File: src/rtl/cpu_pkg.sv
// Shared types for the RV32 integer datapath control: ALU operations,
// handled opcodes, multi-cycle sequencer states and funct7 constants.
package cpu_pkg;

  typedef enum logic [2:0] {
    ALU_ADD = 3'd0,
    ALU_SUB = 3'd1,
    ALU_AND = 3'd2,
    ALU_OR  = 3'd3,
    ALU_XOR = 3'd4,
    ALU_SLL = 3'd5,
    ALU_SRL = 3'd6,
    ALU_SLT = 3'd7
  } alu_op_t;

  typedef enum logic [6:0] {
    ALU_WITH_TWO_REGISTERS = 7'b0110011,
    ALU_WITH_IMMEDIATE     = 7'b0010011
  } opcode_t;

  typedef enum logic [2:0] {
    ST_IDLE      = 3'd0,
    ST_FETCH     = 3'd1,
    ST_DECODE    = 3'd2,
    ST_EXECUTE   = 3'd3,
    ST_WRITEBACK = 3'd4,
    ST_HALT      = 3'd5
  } mc_state_t;

  localparam logic [6:0] F7_ADD = 7'b0000000;
  localparam logic [6:0] F7_SUB = 7'b0100000;

  // funct3 mapping common to register and immediate forms; SLT and SLTU share one op
  function automatic alu_op_t funct3_to_op(input logic [2:0] f3);
    case (f3)
      3'b000:  return ALU_ADD;
      3'b001:  return ALU_SLL;
      3'b010:  return ALU_SLT;
      3'b011:  return ALU_SLT;
      3'b100:  return ALU_XOR;
      3'b101:  return ALU_SRL;
      3'b110:  return ALU_OR;
      default: return ALU_AND;
    endcase
  endfunction

endpackage

File: src/rtl/alu_decoder.sv
// Combinational ALU-control decoder for R-type and I-type ALU instructions.
module alu_decoder
  import cpu_pkg::*;
(
  input  logic [6:0] opcode,
  input  logic [2:0] funct3,
  input  logic [6:0] funct7,
  output alu_op_t    alu_op,
  output logic       use_imm,
  output logic       legal
);

  always_comb begin
    alu_op  = ALU_ADD;
    use_imm = 1'b0;
    legal   = 1'b0;
    case (opcode)
      ALU_WITH_TWO_REGISTERS: begin
        legal  = 1'b1;
        alu_op = funct3_to_op(funct3);
        // only the ADD/SUB slot inspects funct7
        if (funct3 == 3'b000) begin
          if (funct7 == F7_SUB) alu_op = ALU_SUB;
          else if (funct7 != F7_ADD) legal = 1'b0;
        end
      end
      ALU_WITH_IMMEDIATE: begin
        legal   = 1'b1;
        use_imm = 1'b1;
        alu_op  = funct3_to_op(funct3);
      end
      default: ;
    endcase
  end

endmodule

File: src/rtl/mc_sequencer.sv
// Multi-cycle control sequencer: fetch over req/ack, decode, execute,
// writeback; halts permanently on an illegal encoding.
module mc_sequencer
  import cpu_pkg::*;
#(
  parameter int unsigned RETIRE_W = 32
) (
  input  logic                clk,
  input  logic                reset,
  input  logic                start,
  output logic                imem_req,
  input  logic                imem_ack,
  input  logic [31:0]         imem_rdata,
  output logic [31:0]         instr,
  output logic [2:0]          alu_op,
  output logic                use_imm,
  output logic                reg_write,
  output logic                pc_write,
  output logic                halted,
  output logic                illegal,
  output logic [RETIRE_W-1:0] retired_count,
  output logic [2:0]          state_out
);

  mc_state_t           state, state_nx;
  logic [31:0]         ir;
  alu_op_t             alu_op_q;
  logic                use_imm_q;
  logic                illegal_q;
  logic [RETIRE_W-1:0] retired_q;

  alu_op_t dec_op;
  logic    dec_imm;
  logic    dec_legal;

  alu_decoder u_alu_decoder (
    .opcode  (ir[6:0]),
    .funct3  (ir[14:12]),
    .funct7  (ir[31:25]),
    .alu_op  (dec_op),
    .use_imm (dec_imm),
    .legal   (dec_legal)
  );

  always_ff @(posedge clk or posedge reset) begin
    if (reset) state <= ST_IDLE;
    else       state <= state_nx;
  end

  // strobes depend on state only, so asserting reset drops them at once
  always_comb begin
    state_nx  = state;
    imem_req  = 1'b0;
    reg_write = 1'b0;
    pc_write  = 1'b0;
    case (state)
      ST_IDLE:      if (start) state_nx = ST_FETCH;
      ST_FETCH: begin
        imem_req = 1'b1;
        if (imem_ack) state_nx = ST_DECODE;
      end
      ST_DECODE:    state_nx = dec_legal ? ST_EXECUTE : ST_HALT;
      ST_EXECUTE:   state_nx = ST_WRITEBACK;
      ST_WRITEBACK: begin
        reg_write = (ir[11:7] != 5'd0);
        pc_write  = 1'b1;
        state_nx  = ST_FETCH;
      end
      ST_HALT:      state_nx = ST_HALT;
      default:      state_nx = ST_IDLE;
    endcase
  end

  always_ff @(posedge clk or posedge reset) begin
    if (reset) begin
      ir        <= '0;
      alu_op_q  <= ALU_ADD;
      use_imm_q <= 1'b0;
      illegal_q <= 1'b0;
      retired_q <= '0;
    end else begin
      if (state == ST_FETCH && imem_ack) ir <= imem_rdata;
      if (state == ST_DECODE) begin
        alu_op_q  <= dec_op;
        use_imm_q <= dec_imm;
        if (!dec_legal) illegal_q <= 1'b1;
      end
      if (state == ST_WRITEBACK) retired_q <= retired_q + RETIRE_W'(1);
    end
  end

  assign instr         = ir;
  assign alu_op        = alu_op_q;
  assign use_imm       = use_imm_q;
  assign halted        = (state == ST_HALT);
  assign illegal       = illegal_q;
  assign retired_count = retired_q;
  assign state_out     = state;

endmodule

File: config.mk
export PLATFORM = sky130hd
export DESIGN_NAME = mc_sequencer
export DESIGN_NICKNAME = d
export VERILOG_FILES = /design/src/rtl/cpu_pkg.sv /design/src/rtl/alu_decoder.sv /design/src/rtl/mc_sequencer.sv
export SDC_FILE = /design/constraint.sdc
export NUM_CORES = 1
export LEC_CHECK = 0
export CAP_MARGIN = 20
export CORE_MARGIN = 2
export CORE_UTILIZATION = 50
export CTS_BUF_LIST = sky130_fd_sc_hd__clkbuf_4 sky130_fd_sc_hd__clkbuf_8
export DETAILED_ROUTE_END_ITERATION = 10
export GPL_ROUTABILITY_DRIVEN = 0
export GPL_TIMING_DRIVEN = 0
export HOLD_SLACK_MARGIN = 0.02
export PLACE_DENSITY = 0.94
export SYNTH_ARGS = -nofsm -noshare
export SYNTH_HDL_FRONTEND = slang
export SYNTH_SLANG_ARGS = --single-unit
File: constraint.sdc
create_clock -name clk -period 4.9 [get_ports clk]
set_input_delay 0.98 -clock clk [delete_from_list [all_inputs] [get_ports clk]]
set_output_delay 0.98 -clock clk [all_outputs]
set_load 0.02 [all_outputs]
# Yosys cells after proc, flatten, opt, wreduce, memory -nomap -nowiden
# Cells that the tools add are included.
[totals]
inputBits = 36
out_inout_bits = 76
regBits = 72
[classes]
n_addsub = 1
mux = 16
n_reduce_logical = 8
bitwise_logic = 1
eq_ne = 16
[op_table]
columns = ["op", "count"]
rows = [
  ["$pmux W3 S6", 2],
  ["$add A32 B1 Y32 const B", 1],
  ["$eq A3 B3 Y1 const B", 5],
  ["$mux W3", 5],
  ["$eq A7 B6 Y1 const B", 2],
  ["$eq A3 B2 Y1 const B", 4],
  ["$eq A7 B5 Y1 const B", 1],
  ["$mux W1", 7],
  ["$reduce_bool A7 Y1", 1],
  ["$eq A3 B1 Y1 const B", 2],
  ["$logic_not A3 Y1", 2],
  ["$pmux W3 S2", 1],
  ["$reduce_bool A5 Y1", 1],
  ["$ne A2 B2 Y1 const B", 2],
  ["$reduce_and A2 Y1", 2],
  ["$pmux W1 S2", 1],
  ["$reduce_or A2 Y1", 1],
  ["$logic_and A1 B1 Y1", 1],
  ["$not A1 Y1", 1],
]

# Longest topological paths before layout
# Gate-level depths: netlist of run 1.
[depth]
depth_word = 7
ltp_mapped = 7
ltp_nobuf = 5

# Hierarchy
# A second synthesis of run 1 with hierarchy kept.
[hier_totals]
hier_cells = 257
area_unflattened_um2 = 3241.9
[modules_own_cells]
columns = ["module", "n_inst", "area_per_inst_um2", "cells_each"]
rows = [
  ["mc_sequencer", 1, 3118.0, 241],
  ["alu_decoder", 1, 123.9, 16],
]

# Worst setup path after synthesis of run 1
# OpenSTA, ideal clock, no wires.
[synth_timing]
path_type = "flip-flop to flip-flop"
start = "reg state[0] (netlist: state_out[0])"
end = "reg ir[0] (netlist: instr[0])"
n_path_buf = 3
t_arrival_ns = 2.175
path_stages_with_launch = 7
period_less_slack_ns = 2.300
setup_ns = 0.125
required_time_ns = 4.775
path_slack_ns = 2.600
path_cell_list = "dfrtp_1 clkbuf_1 nor3b_1 and2_1 buf_2 buf_2 mux2_2"
[synth_between]
elab_chain_cells = 2
[synth_rtl]
columns = ["element", "line_no", "text"]
rows = [
  ["start, declared", "mc_sequencer.sv:25", "mc_state_t state, state_nx;"],
  ["start signal, assigned", "mc_sequencer.sv:47", "else state <= state_nx;"],
  ["$eq A3 B1 Y1", "mc_sequencer.sv:82", "if (state == ST_FETCH && imem_ack) ir <= imem_rdata;"],
  ["$logic_and A1 B1 Y1", "mc_sequencer.sv:82", ""],
  ["end signal, assigned", "mc_sequencer.sv:82", ""],
  ["end, declared", "mc_sequencer.sv:26", "logic [31:0] ir;"],
]
# Every way passes these cells.
# A chain may end at the register's enable or synchronous reset.

# Worst setup path in the final report of run 1
[layout_timing]
start = "reg state[0] (netlist: state_out[0])"
end = "out reg_write"
[layout_between]
elab_chain_cells = 2
[layout_rtl]
columns = ["element", "line_no", "text"]
rows = [
  ["$eq A3 B3 Y1", "mc_sequencer.sv:56", "case (state)"],
  ["$mux W1", "mc_sequencer.sv:56", ""],
  ["end, declared", "mc_sequencer.sv:17", "output logic reg_write,"],
]
# Every way passes these cells.

==> results of run 1 <==
-- registers in the layout, summed over array words and instances, names as in the netlist --
| name | cells |
|---|---|
| alu_op | 3 |
| illegal | 1 |
| instr | 32 |
| retired_count | 32 |
| state_out | 3 |
| use_imm | 1 |
-- per-stage QoR --
step / worst slack [ps] / cells / utilization / total power [mW]
global placement: 998 / 445 / 0.703 / 1.94
finish: 1800 / 461 / 0.738 / 2.49
global route: 1680 / 461 / 0.738 / 2.61
CTS: 1780 / 461 / 0.738 / 2.50
detailed placement: 2170 / 445 / 0.703 / 1.99
floorplan: 2100 / 257 / - / 1.47
-- synthesized netlist by cell type (all sizes together) --
library cell	count	area (um2)
nand2b	1	6.26
buf	9	72.6
a41oi	1	8.76
nor2	6	22.5
xnor2	13	114
nor3	18	130
o41a	1	11.3
mux2	32	360
and2	2	12.5
o21bai	1	7.51
nor4	4	31.3
or2	1	6.26
inv	12	45.0
o31ai	2	15.0
ha	1	12.5
and4	4	35.0
nor2b	1	6.26
xor2	19	166
dfrtp	72	1800
or4	2	18.8
clkbuf	4	15.0
or3	4	25.0
and3	2	13.8
a2111o	1	11.3
nand4b	1	8.76
o22ai	2	12.5
nand3	8	40.0
a22o	1	8.76
nand4	5	52.6
nor3b	2	15.0
a21o	1	7.51
o21a	2	15.0
a21oi	3	15.0
a2111oi	1	8.76
o21ai	2	10.0
nand2	16	62.6
-- worst paths after layout --
check / end / cells after the start
worst min-delay path: retired_count[31]$_DFFE_PP0P_ / 1
min in group asynchronous: instr[17]$_DFFE_PP0P_ / 2
worst max register to register: instr[1]$_DFFE_PP0P_ / 6
max in group asynchronous: instr[5]$_DFFE_PP0P_ / 2
worst min register to register: retired_count[31]$_DFFE_PP0P_ / 1
worst max-delay path: reg_write / 5
-- area by class of cell --
| type | count | area (um2) |
|---|---|---|
| buffer | 13 | 87.6 |
| clock buffer | 10 | 138 |
| clock inverter | 6 | 82.6 |
| fill | 418 | 1640 |
| inverter | 12 | 47.5 |
| multi-input combinational | 160 | 1270 |
| sequential | 72 | 1800 |
| tap | 77 | 96.3 |
| timing repair buffer | 111 | 1110 |
-- cells by family after synthesis --
logic type,Yosys count,share of synthesized area
compound gates,18,0.0410
xor+xnor,32,0.0874
fa+ha+maj,1,0.00390
buf+inv,25,0.0414
flops,72,0.562
mux,32,0.112
simple gates,77,0.152
-- power breakdown --
group          leakage (nW)  switching, mW  internal (mW)  total [mW]
Sequential            0.920          0.149          0.769       0.918
Combinational         0.940          0.503          0.552        1.05
Clock                 0.112          0.218          0.298       0.516
Total                  1.97          0.870           1.62        2.49
-- routing by layer --
metal,up-vias,GRT usage,wire length [um]
li1,1145,-,-
met5,-,0,0
met1,1202,0.303,3270
met3,16,0.0445,586
met2,128,0.369,3690
met4,0,0.0938,150
-- worst register-to-register path, stage by stage (launching register included) --
cell      delay (ps)
dfrtp_1          350
clkbuf_1         280
nor3b_1          320
and2_1           170
buf_2            180
buf_2            290
mux2_2           380
==> results_dict.tcl, run 1 <==
set metrics [dict create \
    r2r-start "state_out[0]$_DFFE_PP0P_" \
    dieWidth_um 84.1 \
    cts-buffers-inserted 9 \
    fin_crit_ps 3100 \
    worstMarginPinSlew_ps 878 \
    clk_pin_slew_ps 70 \
    max_freq_ghz 0.323 \
    vdd_ir_drop_max_v 0.000424 \
    end_kind "primary output" \
    nNetsFinal 416 \
    cp_slowest_cell "clkdlybuf4s50_1" \
    avgRoutedWirePerCell_um 16.7 \
    ys_seq_area_frac 0.562 \
    crit_required_ps 3920 \
    placed_cell_area_um2 4420 \
    clock_latency_ps 340 \
    viasPerCell 5.40 \
    critPathLaunch "state_out[0]$_DFFE_PP0P_" \
    route.detailed.drc 0 \
    hp-start "retired_count[31]$_DFFE_PP0P_" \
    core_area_um2 6280 \
    p_leak_nw 1.97 \
    antenna_found_initial 0 \
    first_iter_violations 79 \
    final_common_cell "clkdlybuf4s50_1" \
    clock_sinks 72 \
    status "finished clean" \
    syn_area_um2 3210 \
    cp.arrival_ps 2120 \
    drive_gt1_frac 0.190 \
    layout_common_cells "111 x clkdlybuf4s50_1, 72 x dfrtp_1, 32 x mux2_2" \
    slew_headroom 0.415 \
    die_h_um 84.1 \
    grt_max_degree 73 \
    dp_hpwl_mm 5.57 \
    drt-pass1-iter-count 4 \
    rows 29 \
    die_area_um2 7070 \
    setup_viol 0 \
    syn-num-nets 294 \
    clock_path_buffers 2 \
    crit_path_start_kind "register" \
    ctsHoldBuffers 0 \
    fin_setup_tns_ps 0 \
    path_delay_family "buffers and inverters" \
    rsz0062_at_grt "false" \
    postRouteAntennaNets 0 \
    routed_wl_mm 7.70 \
    vias 2491 \
    post_cts_resized 0 \
    hold_viol 0 \
    syn_inst 257 \
    grtUsageTotal 0.229 \
    grt_pass1_vias 2554 \
    fin_area_um2 4640 \
    crit_type "reg2out" \
    drv_cap 0 \
    grt_pass1_wl_mm 12.8 \
    powerDensity_nw_per_um2 537 \
    io_pins 112 \
    max_stage_delay_ps 600 \
    crit_fanout 10 \
    area_delta_synth_final_pct 44.6 \
    start_util 0.511 \
    post_cts_buffers 0 \
    antenna_cells 0 \
    h-tree-depth 3 \
    regToRegSetupSlack_ps 2820 \
    maxSlewViolCount 0 \
    ys_warn_count 0 \
    portBuffers 111 \
    syn_avg_cell_area_um2 12.5 \
    skew_ps 5.99 \
    timing.final.crit_share 0.632 \
    holdWs_ps 470 \
    cts_root_buf "clkbuf_8" \
    grt.overflow.total 0 \
    path_cells "clkbuf_1 > nor3b_1 > buf_6 > o21a_1 > clkdlybuf4s50_1" \
    yosysUniqueCellTypes 45 \
    path_buf_inv 3 \
    ys_ff_latch 72 \
    cts_tree "built" \
    hold_class "reg2reg" \
]
(Power assumes the default switching activity.)
==> run 2, diff against run 1 <==
Settings changed: CORE_UTILIZATION 50 to 42, PLACE_DENSITY 0.94 to 0.85.
Clock period 4.9 ns to 2.7 ns, I/O delays scaled along.
==> results_dict.tcl, run 2 (synthesis gave the netlist of run 1 again) <==
set metrics [dict create \
    status "finished clean" \
    grt_max_degree 73 \
    swShare 0.337 \
    nNetsFinal 416 \
    first_iter_violations 19 \
    route.detailed.drc 0 \
    io_pins 112 \
    routed_wl_mm 7.25 \
    m1WireLength_mm 3.16 \
    vdd_ir_drop_max_v 0.000499 \
    grt_pass1_vias 2402 \
    portBuffers 111 \
    hp-start "retired_count[31]$_DFFE_PP0P_" \
    p_comb_frac 0.414 \
    core_area_um2 7330 \
    antenna_found_initial 0 \
    drive_gt1_frac 0.193 \
    end_kind "primary output" \
    final_common_cell "clkdlybuf4s50_1" \
    avgRoutedWirePerCell_um 15.0 \
    rsz0062_at_grt "false" \
    die_area_um2 8350 \
    h-tree-depth 3 \
    grt.overflow.total 0 \
    grtUsageTotal 0.185 \
    hold_viol 0 \
    crit_fanout 10 \
    wl_met2_mm 3.63 \
    top_layer "met4" \
    power_frac_clock 0.228 \
    maxSlewViolCount 0 \
    cts_root_buf "clkbuf_8" \
    antenna_cells 0 \
    dp_hpwl_mm 5.27 \
    fin_crit_ps 2460 \
    utilization 0.642 \
    cts-buffers-inserted 9 \
    wl_met3_um 377 \
    crit_required_ps 2160 \
    crit_path_start_kind "register" \
    setup_viol 0 \
    powerDensity_nw_per_um2 982 \
    dieWidth_um 91.4 \
    p_switching_mw 1.56 \
    clock_latency_ps 330 \
    critPathLaunch "state_out[0]$_DFFE_PP0P_" \
    r2r-start "state_out[0]$_DFFE_PP0P_" \
    p_int_mw 3.06 \
    drt-pass1-iter-count 4 \
    skew_ps 6.51 \
    hold_class "reg2reg" \
    clock_sinks 72 \
    viasPerCell 4.92 \
    worstMarginPinSlew_ps 859 \
    grt_pass1_wl_mm 12.3 \
    clock_path_buffers 2 \
    die_h_um 91.4 \
    sequentialPowerShare 0.358 \
    slew_headroom 0.428 \
    start_util 0.437 \
    timing.final.crit_share 0.910 \
    postRouteAntennaNets 0 \
    crit_type "reg2out" \
    vias 2376 \
    drv_cap 0 \
    power.total_mw 4.62 \
    clk_pin_slew_ps 70 \
    fillCellCount 555 \
    area_delta_synth_final_pct 46.8 \
    rows 31 \
    p_leak_nw 2.00 \
    cts_tree "built" \
    layout_common_cells "110 x clkdlybuf4s50_1, 72 x dfrtp_1, 32 x mux2_2" \
    cp.arrival_ps 1920 \
    max_freq_ghz 0.407 \
]
run 2: worst max-delay path: stages, from the launching register on:
cell             delay (ps)
dfrtp_1                 370
clkbuf_1                190
nor3b_2                 240
buf_6                   170
clkdlybuf4s50_1         620
run 2: worst paths after layout:
path                            depth (start not counted)                       endpoint  slack (ps)
worst min-delay path                                    1  retired_count[31]$_DFFE_PP0P_         480
max in group asynchronous                               2          instr[22]$_DFFE_PP0P_        1400
worst max register to register                          6           instr[2]$_DFFE_PP0P_         710
min in group asynchronous                               2          instr[10]$_DFFE_PP0P_         750
worst max-delay path                                    4                       pc_write         240
worst min register to register                          1  retired_count[31]$_DFFE_PP0P_         480
run 2: layout make-up:
class / count / area [um2] / share of cell area
sequential: 72 / 1800 / 0.383
multi-input combinational: 160 / 1280 / 0.271
timing repair buffer: 111 / 1110 / 0.237
clock buffer: 11 / 151 / 0.0322
tap: 99 / 124 / 0.0263
clock inverter: 5 / 103 / 0.0218
buffer: 13 / 87.6 / 0.0186
inverter: 12 / 47.5 / 0.0101
run 2: what timing repair did:
action / 4_1_cts / 5_1_grt
gates resized for setup: 0 / 2
endpoints found under the setup margin: 0 / 1
buffers inserted: 0 / 0
hold buffers: 0 / 0
run 2: through the flow:
step,area (um2),cells,hold slack (ps),setup WS (ps),TNS (ps)
final,4700,483,478,243,0
after global routing,4700,483,489,114,0
after CTS,4700,483,480,26.2,0
after detailed placement,4440,467,469,407,0
after global placement,4440,467,459,-856,-61430
after floorplan,3210,257,578,335,0
run 2: per-layer routing:
| metal | track usage | vias to the layer above |
|---|---|---|
| li1 | - | 1140 |
| met1 | 0.238 | 1159 |
| met2 | 0.306 | 69 |
| met3 | 0.0490 | 8 |
| met4 | 0.0568 | 0 |
| met5 | 0 | - |
run 2: power groups by stage:
stage               registers, mW  logic [mW]  clock network [mW]
floorplan                    2.02       0.654                   0
global placement             1.65        1.88                   0
detailed placement           1.67        1.93                   0
CTS                          1.65        1.93                1.08
global route                 1.70        2.03                1.13
finish                       1.65        1.91                1.05
==> run 3, diff against run 2 <==
Settings changed: ABC_AREA from default to 1, CORE_UTILIZATION 42 to 43, CTS_CLUSTER_SIZE from default to 25.
==> results_dict.tcl, run 3 <==
set metrics [dict create \
    crit_path_start_kind "register" \
    grt_pass1_wl_mm 15.0 \
    nNetsFinal 598 \
    die_h_um 94.3 \
    power.total_mw 4.21 \
    area_delta_synth_final_pct 40.7 \
    dp_hpwl_mm 6.89 \
    maxSlewViolCount 0 \
    holdPathStages 2 \
    holdWs_ps 481 \
    fin_crit_ps 2540 \
    status "finished clean" \
    synth.area.mux_share 0 \
    die_area_um2 8900 \
    synth_area_leaders "dfrtp_1 51%, nand2_1 15%, nand3_1 7.3%" \
    synth_flop_cell "dfrtp_1" \
    ys_seq_area_frac 0.514 \
    synth_edf_count 0 \
    ys_ff_latch 72 \
    synth-simple-area-share 0.332 \
    synth_compound_area_frac 0.0371 \
    synth_top_family_by_area "simple AND/OR/NAND/NOR gates" \
    core_area_um2 7810 \
    synth.top_cell.area_share 0.514 \
    end_kind "primary output" \
    setup_viol 0 \
    cts_tree "built" \
    synth_most_common_cell "nand2_1" \
    synth_top_area_cell "dfrtp_1" \
    clock_path_buffers 2 \
    ys_warn_count 0 \
    synthAdderAreaFrac 0.00357 \
    syn_inst 440 \
    drt-pass1-iter-count 4 \
    route.detailed.drc 0 \
    placed_cell_area_um2 4740 \
    routed_wl_mm 8.86 \
    grt.overflow.total 0 \
    syn_area_um2 3510 \
    synth_commonest_cells "143 x nand2_1, 72 x dfrtp_1, 51 x nand3_1" \
    syn-num-nets 477 \
    dieWidth_um 94.3 \
    worstMarginPinSlew_ps 879 \
    hold_viol 0 \
    avgRoutedWirePerCell_um 13.3 \
    yosysUniqueCellTypes 29 \
    utilization 0.632 \
    grt_max_degree 73 \
    fin_area_um2 4940 \
    vdd_ir_drop_max_v 0.000617 \
    antenna_cells 0 \
    ctsHoldBuffers 0 \
    drive_gt1_frac 0.0601 \
    syn_avg_cell_area_um2 7.97 \
    clk_pin_slew_ps 80 \
    start_util 0.449 \
    rows 32 \
    fin_setup_tns_ps 0 \
    slew_headroom 0.414 \
    portBuffers 110 \
    timing.final.crit_share 0.941 \
    antenna_found_initial 0 \
    synth_xor_area_frac 0.0424 \
    grt_pass1_vias 3295 \
    p_leak_nw 2.33 \
    hold_class "reg2reg" \
    crit_required_ps 2160 \
    cts-buffers-inserted 9 \
    final_common_cell "nand2_1" \
    viasPerCell 4.97 \
    grtUsageTotal 0.217 \
    rsz0062_at_grt "false" \
    skew_ps 13.2 \
    postRouteAntennaNets 0 \
    powerDensity_nw_per_um2 853 \
    vias 3318 \
    fillCellCount 662 \
    h-tree-depth 3 \
    max_freq_ghz 0.394 \
    crit_type "reg2out" \
    crit_fanout 10 \
    cp.arrival_ps 2000 \
    first_iter_violations 168 \
    clock_latency_ps 350 \
    async_flop_share 1.00 \
    clock_sinks 72 \
    worstRegToRegCells 7 \
    cts_root_buf "clkbuf_8" \
    io_pins 112 \
    drv_cap 0 \
    layout_common_cells "143 x nand2_1, 109 x clkdlybuf4s50_1, 72 x dfrtp_1" \
    regToRegSetupSlack_ps 990 \
]
==> run 3: what timing repair did <==
action / 4_1_cts / 5_1_grt
setup buffers: 0 / 0
setup endpoints to repair: 1 / 1
endpoints found under the hold margin: 0 / 0
gates resized for setup: 1 / 1
pin swaps: 0 / 0
==> run 3: cell type report <==
type | count | area, um2 | area share
inverters | 51 | 196 | 0.0398
clock buffers | 9 | 124 | 0.0251
plain buffers | 10 | 57.6 | 0.0117
well taps | 102 | 128 | 0.0259
clock inverters | 7 | 71.3 | 0.0144
flip-flops and latches | 72 | 1800 | 0.365
repair buffers | 110 | 1100 | 0.223
multi-input cells | 307 | 1460 | 0.295
==> run 3: path summary, 6_finish.rpt <==
kind	from	endpoint
max in group asynchronous	reset	retired_count[0]$_DFFE_PP0P_
worst max register to register	retired_count[1]$_DFFE_PP0P_	retired_count[24]$_DFFE_PP0P_
worst max-delay path	state_out[0]$_DFFE_PP0P_	reg_write
worst min-delay path	instr[19]$_DFFE_PP0P_	instr[19]$_DFFE_PP0P_
min in group asynchronous	reset	retired_count[20]$_DFFE_PP0P_
worst min register to register	instr[19]$_DFFE_PP0P_	instr[19]$_DFFE_PP0P_
==> run 3: per-layer routing <==
layer / global-route usage / up-vias / wire length, um
met2: 0.369 / 141 / 4350
met3: 0.0778 / 18 / 791
met5: 0 / - / 0
li1: - / 1633 / -
met1: 0.254 / 1526 / 3580
met4: 0.0737 / 0 / 144
==> run 3: report_power, final <==
part           switching [mW]  internal [mW]  total, mW
Sequential              0.248           1.35       1.60
Combinational           0.982          0.772       1.75
Clock                   0.426          0.426      0.852
==> run 3: logic make-up after synthesis <==
logic type,Yosys count
simple gates,266
flops,72
buf+inv,61
compound gates,23
xor+xnor,17
fa+ha+maj,1
==> run 3: metrics by stage <==
step | setup slack (ps) | std cells
floorplan | 335 | 440
global placement | -778 | 652
detailed placement | 365 | 652
CTS | 52.3 | 668
global route | 34.3 | 668
finish | 160 | 668
==> run 3: critical path, stage by stage (launching register included) <==
cell and delay [ps]:
dfrtp_1 400, inv_1 150, nand3_4 190, inv_4 180, o41ai_1 90, inv_1 60, clkdlybuf4s50_1 590
